**src/rtl/lsu_pkg.sv**
```systemverilog
// lsu_pkg: shared definitions for the load/store unit memory requester.
//   - funct3 size/sign codes (LS_B, LS_H, LS_W, LS_BU, LS_HU)
//   - lsu_state_t: requester FSM states
//   - is_aligned / is_illegal: request classification helpers
package lsu_pkg;

  localparam logic [2:0] LS_B  = 3'b000;
  localparam logic [2:0] LS_H  = 3'b001;
  localparam logic [2:0] LS_W  = 3'b010;
  localparam logic [2:0] LS_BU = 3'b100;
  localparam logic [2:0] LS_HU = 3'b101;

  typedef enum logic [1:0] {
    IDLE   = 2'd0,
    ACCESS = 2'd1,
    SPLIT  = 2'd2,
    RESP   = 2'd3
  } lsu_state_t;

  // True when the access fits naturally inside its own size boundary.
  // Only meaningful for legal funct3 codes.
  function automatic logic is_aligned(input logic [2:0] funct3, input logic [1:0] addr_lo);
    logic ok;
    case (funct3)
      LS_B, LS_BU: ok = 1'b1;
      LS_H, LS_HU: ok = ~addr_lo[0];
      LS_W:        ok = (addr_lo == 2'b00);
      default:     ok = 1'b0;
    endcase
    return ok;
  endfunction

  // Reserved size codes, or a store asking for an unsigned (load-only) size.
  function automatic logic is_illegal(input logic we, input logic [2:0] funct3);
    logic bad;
    case (funct3)
      LS_B, LS_H, LS_W: bad = 1'b0;
      LS_BU, LS_HU:     bad = we;
      default:          bad = 1'b1;
    endcase
    return bad;
  endfunction

endpackage

```
**src/rtl/lsu_load_extend.sv**
```systemverilog
// lsu_load_extend: sign/zero extension of a right-justified load result.
// Ports:
//   funct3   in  3   size/sign code (lsu_pkg encoding)
//   data_in  in  32  assembled load data, right-justified
//   data_out out 32  extended load data
module lsu_load_extend
  import lsu_pkg::*;
(
  input  logic [2:0]  funct3,
  input  logic [31:0] data_in,
  output logic [31:0] data_out
);

  always_comb begin
    data_out = data_in;
    case (funct3)
      LS_B:    data_out = {{24{data_in[7]}}, data_in[7:0]};
      LS_H:    data_out = {{16{data_in[15]}}, data_in[15:0]};
      LS_BU:   data_out = {24'b0, data_in[7:0]};
      LS_HU:   data_out = {16'b0, data_in[15:0]};
      default: data_out = data_in;
    endcase
  end

endmodule

```
**src/rtl/lsu_mem_requester.sv**
```systemverilog
// lsu_mem_requester: initiator side of the data-memory port.
// Accepts one load/store at a time over valid/ready, issues a single memory
// cycle for aligned accesses and a sequence of byte accesses for misaligned
// ones, then returns a one-cycle response.
// Configuration macro: LSU_MISALIGN_TRAP_EN - when defined, misaligned legal
// requests are answered with rsp_err instead of being split.
// Ports:
//   clk, reset (async, active-low)
//   req_valid/req_ready/req_we/req_addr/req_wdata/req_funct3 : core request
//   rsp_valid/rsp_rdata/rsp_err                              : core response
//   mem_addr/mem_wdata/mem_mask/mem_wr_en/mem_rd_en/mem_rdata : memory port
module lsu_mem_requester
  import lsu_pkg::*;
#(
  parameter int ADDR_WIDTH = 32,
  parameter int DATA_WIDTH = 32
) (
  input  logic                  clk,
  input  logic                  reset,
  input  logic                  req_valid,
  output logic                  req_ready,
  input  logic                  req_we,
  input  logic [ADDR_WIDTH-1:0] req_addr,
  input  logic [DATA_WIDTH-1:0] req_wdata,
  input  logic [2:0]            req_funct3,
  output logic                  rsp_valid,
  output logic [DATA_WIDTH-1:0] rsp_rdata,
  output logic                  rsp_err,
  output logic [ADDR_WIDTH-1:0] mem_addr,
  output logic [DATA_WIDTH-1:0] mem_wdata,
  output logic [2:0]            mem_mask,
  output logic                  mem_wr_en,
  output logic                  mem_rd_en,
  input  logic [DATA_WIDTH-1:0] mem_rdata
);

  lsu_state_t            state;
  logic                  cap_we;
  logic                  cap_err;
  logic [ADDR_WIDTH-1:0] cap_addr;
  logic [DATA_WIDTH-1:0] cap_wdata;
  logic [2:0]            cap_funct3;
  logic [DATA_WIDTH-1:0] result;
  logic [DATA_WIDTH-1:0] ext_data;

`ifndef LSU_MISALIGN_TRAP_EN
  logic [1:0] idx;
  logic [1:0] split_last;

  // Halfwords need two byte accesses, words four.
  assign split_last = (cap_funct3[1:0] == 2'b01) ? 2'd1 : 2'd3;
`endif

  lsu_load_extend u_ext (
    .funct3  (cap_funct3),
    .data_in (result),
    .data_out(ext_data)
  );

  // Request capture and sequencing. The result register is cleared on capture
  // so split loads can fill it byte by byte.
  always_ff @(posedge clk or negedge reset) begin
    if (!reset) begin
      state      <= IDLE;
      cap_we     <= 1'b0;
      cap_err    <= 1'b0;
      cap_addr   <= '0;
      cap_wdata  <= '0;
      cap_funct3 <= 3'b000;
      result     <= '0;
`ifndef LSU_MISALIGN_TRAP_EN
      idx        <= 2'd0;
`endif
    end else begin
      case (state)
        IDLE: begin
          if (req_valid) begin
            cap_we     <= req_we;
            cap_addr   <= req_addr;
            cap_wdata  <= req_wdata;
            cap_funct3 <= req_funct3;
            result     <= '0;
`ifndef LSU_MISALIGN_TRAP_EN
            idx        <= 2'd0;
`endif
            if (is_illegal(req_we, req_funct3)) begin
              cap_err <= 1'b1;
              state   <= RESP;
            end else if (is_aligned(req_funct3, req_addr[1:0])) begin
              cap_err <= 1'b0;
              state   <= ACCESS;
            end else begin
`ifdef LSU_MISALIGN_TRAP_EN
              cap_err <= 1'b1;
              state   <= RESP;
`else
              cap_err <= 1'b0;
              state   <= SPLIT;
`endif
            end
          end
        end
        ACCESS: begin
          if (!cap_we) begin
            result <= mem_rdata;
          end
          state <= RESP;
        end
`ifndef LSU_MISALIGN_TRAP_EN
        SPLIT: begin
          if (!cap_we) begin
            result[{idx, 3'b000} +: 8] <= mem_rdata[7:0];
          end
          if (idx == split_last) begin
            state <= RESP;
          end else begin
            idx <= idx + 2'd1;
          end
        end
`endif
        RESP:    state <= IDLE;
        default: state <= IDLE;
      endcase
    end
  end

  // Core-side handshake and response. Data is forced to zero for stores and
  // errored requests so the core never sees stale load data.
  always_comb begin
    req_ready = (state == IDLE);
    rsp_valid = (state == RESP);
    rsp_err   = (state == RESP) && cap_err;
    rsp_rdata = '0;
    if ((state == RESP) && !cap_err && !cap_we) begin
      rsp_rdata = ext_data;
    end
  end

  // Memory-side drive. Everything idles at zero outside the access states,
  // and exactly one of the enables is high inside them.
  always_comb begin
    mem_addr  = '0;
    mem_wdata = '0;
    mem_mask  = 3'b000;
    mem_wr_en = 1'b0;
    mem_rd_en = 1'b0;
    case (state)
      ACCESS: begin
        mem_addr  = cap_addr;
        mem_mask  = cap_funct3;
        mem_wdata = cap_wdata;
        mem_wr_en = cap_we;
        mem_rd_en = ~cap_we;
      end
`ifndef LSU_MISALIGN_TRAP_EN
      SPLIT: begin
        mem_addr  = cap_addr + ADDR_WIDTH'(idx);
        mem_mask  = cap_we ? LS_B : LS_BU;
        mem_wr_en = cap_we;
        mem_rd_en = ~cap_we;
        if (cap_we) begin
          mem_wdata = {{(DATA_WIDTH-8){1'b0}}, cap_wdata[{idx, 3'b000} +: 8]};
        end
      end
`endif
      default: begin
        mem_addr  = '0;
      end
    endcase
  end

endmodule
```
**config.mk**
```make
export PLATFORM = sky130hd
export DESIGN_NAME = lsu_mem_requester
export DESIGN_NICKNAME = d
export VERILOG_FILES = /design/src/rtl/lsu_pkg.sv /design/src/rtl/lsu_load_extend.sv /design/src/rtl/lsu_mem_requester.sv
export SDC_FILE = /design/constraint.sdc
export NUM_CORES = 1
export LEC_CHECK = 0
export CORE_AREA = 2 2 126 128
export CTS_CLUSTER_SIZE = 16
export DETAILED_ROUTE_END_ITERATION = 16
export DIE_AREA = 0 0 128 130
export PLACE_DENSITY = 0.76
export SLEW_MARGIN = 10
export SYNTH_ARGS = -nofsm -noshare
export SYNTH_HDL_FRONTEND = slang
export SYNTH_HIERARCHICAL = 1
export SYNTH_SLANG_ARGS = --single-unit
```
**constraint.sdc**
```tcl
create_clock -name clk -period 3.47 [get_ports clk]
set_clock_uncertainty 0.1 [all_clocks]
set_input_delay 0.694 -clock clk [delete_from_list [all_inputs] [get_ports clk]]
set_output_delay 0.694 -clock clk [all_outputs]
set_load 0.05 [all_outputs]
```
## Yosys cells after proc, flatten, opt, wreduce, memory -nomap -nowiden

Index checks and enable logic that the tools add are counted.

| word-level totals | value |
|---|---|
| bits in registers | 105 |
| input bits | 103 |
| output and inout bits | 104 |
| logic and storage cells | 84 |

| cells by class | value |
|---|---|
| add/sub/neg operators | 3 |
| equal/unequal tests | 17 |
| shift-type cells | 3 |
| mux-type cells | 31 |
| bitwise gates (word level) | 2 |
| reductions and logical operators | 20 |

Operator list:

| cell | number |
|---|---|
| $mux W32 | 4 |
| $pmux W32 S2 | 2 |
| $pmux W32 S4 | 1 |
| $pmux W32 S3 | 1 |
| $add A32 B2 Y32 | 1 |
| $bwmux W32 | 1 |
| $shift A8 B7 Y32 const A | 1 |
| $shiftx A32 B6 Y8 | 1 |
| $shiftx A8 B7 Y32 | 1 |
| $mux W2 | 7 |
| $eq A3 B3 Y1 const B | 4 |
| $ne A2 B2 Y1 const B | 5 |
| $mux W1 | 8 |
| $mux W8 | 1 |
| $pmux W2 S4 | 1 |
| $reduce_or A2 Y1 | 4 |
| $neg A5 Y7 | 1 |
| $eq A3 B1 Y1 const B | 2 |
| $logic_not A3 Y1 | 2 |
| $pmux W3 S2 | 1 |
| $eq A2 B1 Y1 const B | 2 |
| $eq A2 B2 Y1 const B | 2 |
| $logic_not A2 Y1 | 2 |
| $pmux W2 S2 | 1 |
| 15 further kinds | 20 |

## Depth between registers and ports, before layout

Gate-level depths: netlist (run 1).

| logic depth | value |
|---|---|
| depth in word-level cells | 12 |
| mapped depth | 9 |
| mapped depth without buffers | 7 |

## Hierarchy

The synthesis (run 1) kept the hierarchy.

By module, submodules not included:

| module | instances | cells an instance | area each (µm²) | seq. area each (µm²) |
|---|---|---|---|---|
| lsu_mem_requester | 1 | 658 | 6391.1 | 2627.5 |
| lsu_load_extend | 1 | 67 | 355.3 | 0.0 |

## Worst setup path before layout (run 1)

OpenSTA, ideal clock, no wires.

| timing | value |
|---|---|
| path type | flip-flop to output port |
| start point | register idx[0] |
| end point | output port mem_addr[20] |
| arrival time | 2899 ps |
| required time | 2676 ps |
| slack | -223 ps |
| cell stages (with the launch flop) | 8 |
| buffers on the path | 0 |
| path through | dfrtp_1 -> ha_1 -> fa_1 -> nand3_1 -> nor3_2 -> and2_1 -> nand2_1 -> o31ai_1 |

| on the way | value |
|---|---|
| longest elaborated chain between the ends | 2 |

RTL lines:

| what | line | text |
|---|---|---|
| start: declaration | lsu_mem_requester.sv:47 | `logic [1:0] idx;` |
| start signal: assignment | lsu_mem_requester.sv:117 | `idx <= idx + 2'd1;` |
| $add A32 B2 Y32 | lsu_mem_requester.sv:157 | `mem_addr = cap_addr + ADDR_WIDTH'(idx);` |
| $pmux W32 S2 | lsu_mem_requester.sv:147 | `case (state)` |
| end: declaration | lsu_mem_requester.sv:29 | `output logic [ADDR_WIDTH-1:0] mem_addr,` |

Every way passes these cells.

## Final worst setup path (run 1)

| timing | value |
|---|---|
| start point | register cap_addr[0] |
| end point | output port mem_addr[22] |

| on the way | value |
|---|---|
| longest elaborated chain between the ends | 2 |

RTL lines:

| what | line | text |
|---|---|---|
| start: declaration | lsu_mem_requester.sv:40 | `logic [ADDR_WIDTH-1:0] cap_addr;` |
| start signal: assignment | lsu_mem_requester.sv:79 | `cap_addr <= req_addr;` |
| $add A32 B2 Y32 | lsu_mem_requester.sv:157 |  |
| $pmux W32 S2 | lsu_mem_requester.sv:147 |  |

Every way passes these cells.

==> run metrics, run 1 <==
pre-CTS WS=approximately 410 ps; Critical Path, Cell by Cell=ha_1 -> fa_2 -> nand3_1 -> nor3_4 -> and2_1 -> nand2_1 -> o31ai_2 -> buf_12; sequential power share=24.9%; crit path launch type=flip-flop; H-tree Lvls=3; crit path max fanout=6; die height=130 um; core footprint=around 15,000 um^2; met1 usage=around a third; Chip Width=128 um; DRC=0; clk buf depth=2; total vias in the final route=6,415; Fin. Hold Viols=0; CP max stage delay=380 ps; slowest stage cell, crit path=dfrtp_1; cells after synthesis=725; Initial DRC Count=656; switch share=49.4%; fmax=297 MHz; CTS Buf Count=9; synth top area cells=dfrtp_1, mux2_2, o21ai_0; Synth area leader=dfrtp_1; GR Util met3=a little under 6%; hpwl dp=between 15,000 and 20,000 um; vias in the first global route=6,193; root buffer cell=clkbuf_16; crit path from=cap_addr[0]$_DFFE_PN0P_; pwr dens=1040 nW/um^2; Final setup viols=0; clock network fraction of total power=10.2%; critical path class=reg -> out; Hold Slack=between 200 and 250 ps; Port Buf Inserts=roughly 210; num rows=46; GR Util met2=roughly two fifths; Hold WC Path Type=in -> async; Mean Syn Cell Area=roughly 9.3 um^2; Skew-Pair Late Insertion Delay=between 300 and 400 ps; initial core utilization=a little over two fifths; Final Non-Filler Cells=1,105; antenna violations before repair=0; worst-margin pin slew=about 780 ps; number of enable flip-flop cells after synthesis=0; Final Max Slew Viols=0; Vias per Instance=between 5 and 6; final layout net count=1,024; RSZ-0062 raised after global routing=yes; largest net degree at the start of global routing=45; # diodes=0; maxcap violations=0; Synth top area share=38.9%; final WL=21,200 um; Final min period=3360 ps; Ports=207; total track usage=25.5%; Reg-to-Reg Start=state[1]$_DFFE_PN0P_; status=finished, final reports clean; Comb pwr share=about 65%; PnR Total Power=10,100 uW; Critical Path AT=roughly 2600 ps; sequential fraction of the synthesis area=between 30 and 40%; sw power=4970 uW; CTS Hold Bufs=0; Placer Congestion=0.904; routed len/inst=~19 um; Max VDD drop=0.000516 V; endpoint class of the critical path=output pin; Netlist cell types=68; Inst Count DP=1,087; crit-path leading delay family=simple AND/OR/NAND/NOR gates; Syn Nets=841; fraction of layout cells with a size suffix above 1=between 20% and 30%; die area=16,600 um^2; Layout area overhead=42.9%; Leak=0.00409 uW; Final ANT Viol Nets=0; first-pass GRT wire length=33,300 um; Worst-path clk slew=80 ps; drt first pass iters=5; Worst EP required=2680 ps; Post-DP Area=9280 um^2; flops & latches, synth=105; most used flip-flop cell after synthesis=dfrtp_1; Most Crowded Layer GR=met2; Cell Area, Synth=6750 um^2; total gr overflow=0; Buf+Inv Stages, Crit Path=1; Ys Warns=6; Synth async-reset ratio=100%; CTS Sinks=105; max_slew headroom=47.4%; CTS tree=yes; fin area=9640 um^2; layout filler cell count=1,259; final worst-path cycle share=a little over nine tenths; internal power=between 5000 and 6000 uW; Final WS setup=106 ps
-- cells by family after synthesis --
kind of cell	Yosys count	share of synthesized area, %
flip-flops	105	38.9
XOR/XNOR	3	0.390
AO/OA/AOI/OAI	189	17.7
multiplexers	80	14.7
AND/OR/NAND/NOR	247	19.4
adder cells (fa/ha/maj)	13	2.52
buffers and inverters	88	6.36
-- placed cells by master (no fill, tap or decap), types with 6 or more instances in the layout --
cell type and n:
a21oi_1 9, a22o_1 19, a22oi_1 25, a31oi_1 7, a32o_1 8, and2_1 38, and3_1 29, buf_12 43
buf_4 63, clkbuf_16 9, clkdlybuf4s50_1 128, dfrtp_1 105, ha_1 11, inv_1 24, mux2_2 68, mux4_2 8
nand2_1 99, nand3_1 16, nand4_1 14, nor2_1 11, o21ai_0 91, o21ai_1 6
-- synthesized netlist by cell type (4+ instances only) --
cell and count:
a21oi_1 10, a22o_1 19, a22oi_1 25, a31oi_1 7, a32o_1 8, and2_1 38, and3_1 29, buf_4 10
clkbuf_1 40, dfrtp_1 105, ha_1 12, inv_1 24, mux2_2 68, mux4_2 8, nand2_1 100, nand3_1 16
nand4_1 14, nor2_1 11, nor2b_1 4, nor3_1 5, o211ai_1 4, o21ai_0 96, o31ai_1 4, or4_1 4
-- sequential cells by signal (all words and copies together) (netlist names) --
signal,cells
result,32
idx,2
state,2
cap_wdata,32
cap_we,1
cap_funct3,3
cap_addr,32
cap_err,1
-- layer usage --
layer	wire [um]	vias to the layer above
met5	0	-
met4	622	0
met3	1500	50
met2	10300	286
met1	8710	3094
li1	-	2985
-- per-stage QoR --
stage                     TNS (ps)  utilization, %
final                            0            62.5
after global routing          -298            62.5
after CTS                        0            62.1
after detailed placement         0            60.1
after global placement           0            60.1
after floorplan               -582               -
-- worst paths after layout --
check                                            end  slack [ps]  cells after the start
max                                     mem_addr[22]         110                      8
min                         cap_addr[20]$_DFFE_PN0P_         240                      1
min reg2reg                    result[6]$_DFFE_PN0P_         400                      1
max in group asynchronous  cap_funct3[0]$_DFFE_PN0P_        2230                      2
min in group clk               result[6]$_DFFE_PN0P_         400                      1
max reg2reg                    result[7]$_DFFE_PN0P_         700                      8
-- worst reg2reg max path: cells and delay by family (launching register included) --
kind | cells | cell delay, ps
and+or+nand+nor | 1 | 120
buffers and inverters | 3 | 910
adders and majority gates | 1 | 340
AOI/OAI and AO/OA | 3 | 840
DFF | 1 | 410
-- power groups by stage --
| stage | clock, uW | sequential [uW] | combinational (uW) |
|---|---|---|---|
| after global placement | 0 | 2460 | 6370 |
| final | 1030 | 2500 | 6530 |
| after floorplan | 0 | 2280 | 4220 |
| after CTS | 1060 | 2480 | 6480 |
| after detailed placement | 0 | 2500 | 6460 |
| after global routing | 1110 | 2600 | 6960 |
-- what timing repair did --
item,in CTS,in global routing
setup buffers,0,2
endpoints found under the setup margin,2,11
pin swaps,0,0
gates resized for setup,1,11
-- final cells by class --
cell class	count	area, um^2	share of cell area, %
repair buffers	234	2620	27.1
multi-input cells	532	3760	39.1
well taps	192	240	2.49
inverters	26	97.6	1.01
clock inverters	7	70.1	0.727
flip-flops and latches	105	2630	27.3
clock buffers	9	225	2.34
Note: power is estimated with default switching activity, not from simulation.
==> inputs of run 2 (changes only) <==
==> constraint.sdc (replaced) <==
create_clock -name clk -period 4 [get_ports clk]
set_clock_uncertainty 0.1 [all_clocks]
set_input_delay 0.8 -clock clk [delete_from_list [all_inputs] [get_ports clk]]
set_output_delay 0.8 -clock clk [all_outputs]
set_load 0.05 [all_outputs]
==> run metrics, run 2 (same netlist as run 1, synthesis figures left out) <==
Worst-path clk slew=70 ps; switch share=48.9%; total gr overflow=0; Resize count post-CTS=0; Port Buf Inserts=~210; hpwl dp=14,900 um; Final setup viols=0; Reg2Reg Depth=7; total negative slack=0 ps; CTS Sinks=105; final layout net count=1,016; top flop regs=cap_addr: 32 flops, cap_wdata: 32 flops, result: 32 flops; CTS Hold Bufs=0; maxcap violations=0; max_slew headroom=36.3%; pwr dens=904 nW/um^2; critical path class=reg -> out; crit path max fanout=19; fmax=270 MHz; most common cell after layout, fill and taps aside=clkdlybuf4s50_1; largest net degree at the start of global routing=73; total vias in the final route=approximately 6,300; Leak=0.00396 uW; Worst EP required=3100 ps; num rows=between 40 and 50; initial core utilization=about 44%; clk buf depth=2; antenna violations before repair=0; Hold WC Path Type=reg -> reg; Critical Path AT=2810 ps; Hold Crit Depth=1; internal power=roughly 4400 uW; clock network fraction of total power=between 10% and 20%; status=finished, final reports clean; drt first pass iters=5; Layout area overhead=42.3%; crit path launch type=flip-flop; Vias per Instance=5.78; H-tree Lvls=3; die area=16,600 um^2; Setup Buffers After CTS=0; Placer Congestion=0.857; CTS tree=yes; Fin. Hold Viols=0; die height=between 100 and 150 um; sequential power share=around 25%; pre-CTS WS=615 ps; Final WS setup=295 ps; Chip Width=about 130 um; Initial DRC Count=about 700; Max VDD drop=0.000545 V; sw power=between 4000 and 5000 uW; endpoint class of the critical path=output pin; Critical Path, Cell by Cell=inv_1 -> ha_1 -> nand2_1 -> buf_4 -> or3_1 -> nand3_1 -> buf_12; first-pass GRT wire length=32,800 um; Final min period=3710 ps; Ports=207; fraction of layout cells with a size suffix above 1=18.8%; worst-margin pin slew=955 ps; CP max stage delay=500 ps; core footprint=15,400 um^2; most frequent cells in the layout=clkdlybuf4s50_1, dfrtp_1, nand2_1; final worst-path cycle share=92.6%; routed len/inst=19.0 um; Skew-Pair Late Insertion Delay=360 ps; Final ANT Viol Nets=0; root buffer cell=clkbuf_16; slowest stage cell, crit path=nand2_1; Comb pwr share=64.3%; CTS Buf Count=9; final WL=about 21,000 um; vias in the first global route=roughly 6,200; DRC=0; RSZ-0062 raised after global routing=no; Final Max Slew Viols=0; total track usage=25.1%
[run 2: cell count changes in the layout (fill, tap and decap cells not counted), sizes merged]
| cell | delta |
|---|---|
| buf | -44 |
| clkbuf | +2 |
| clkdlybuf4s50 | +36 |
| clkinv | -1 |
| diode | +1 |
| inv | -1 |
[run 2: worst max-delay path, delay by kind of cell, from the launching register on]
kind / cells / cell delay [ps]
buffers and inverters: 3 / 610
adders and majority gates: 1 / 460
DFF: 1 / 380
and+or+nand+nor: 3 / 990
[run 2: metal layers]
layer	vias to the layer above	part of all wire, %	global-route usage (%)	wire length [um]
li1	2958	-	-	-
met1	3050	42	32.8	8860
met2	295	47	40.3	9810
met3	46	7.5	6.11	1570
met4	0	3.2	10.2	670
met5	-	0	0	0
[run 2: through the flow]
| step | cells | hold slack [ps] | cell area (um^2) | utilization, % | power, uW |
|---|---|---|---|---|---|
| after floorplan | 725 | 365 | 6750 | - | 5630 |
| after global placement | 1081 | 385 | 9290 | 60.2 | 7660 |
| after detailed placement | 1081 | 391 | 9290 | 60.2 | 7760 |
| after CTS | 1097 | 409 | 9590 | 62.2 | 8680 |
| after global routing | 1097 | 437 | 9600 | 62.2 | 9200 |
| final | 1098 | 406 | 9600 | 62.2 | 8680 |
[run 2: power by group through the flow]
stage	logic (uW)	registers, uW	clock network (uW)
4_1_cts	5580	2190	917
6_report	5580	2200	898
3_3_place_gp	5480	2180	0
2_1_floorplan	3660	1970	0
3_5_place_dp	5560	2200	0
5_1_grt	5970	2280	955
[run 2: area by class of cell]
| class | count | area (um^2) |
|---|---|---|
| multi-input combinational | 532 | 3710 |
| clock buffer | 11 | 253 |
| fill | 1310 | 5830 |
| sequential | 105 | 2630 |
| antenna | 1 | 2.50 |
| clock inverter | 5 | 46.3 |
| timing repair buffer | 226 | 2620 |
| tap | 192 | 240 |
| inverter | 26 | 97.6 |
[run 2: path summary, 6_finish.rpt]
kind,to,slack (ps),startpoint
max in group asynchronous,cap_wdata[10]$_DFFE_PN0P_,2470,reset
min in group asynchronous,cap_addr[20]$_DFFE_PN0P_,430,reset
min,result[0]$_DFFE_PN0P_,410,result[0]$_DFFE_PN0P_
min reg2reg,result[0]$_DFFE_PN0P_,410,result[0]$_DFFE_PN0P_
max,mem_addr[19],290,state[0]$_DFFE_PN0P_
max reg2reg,result[31]$_DFFE_PN0P_,1350,idx[0]$_DFFE_PN0P_
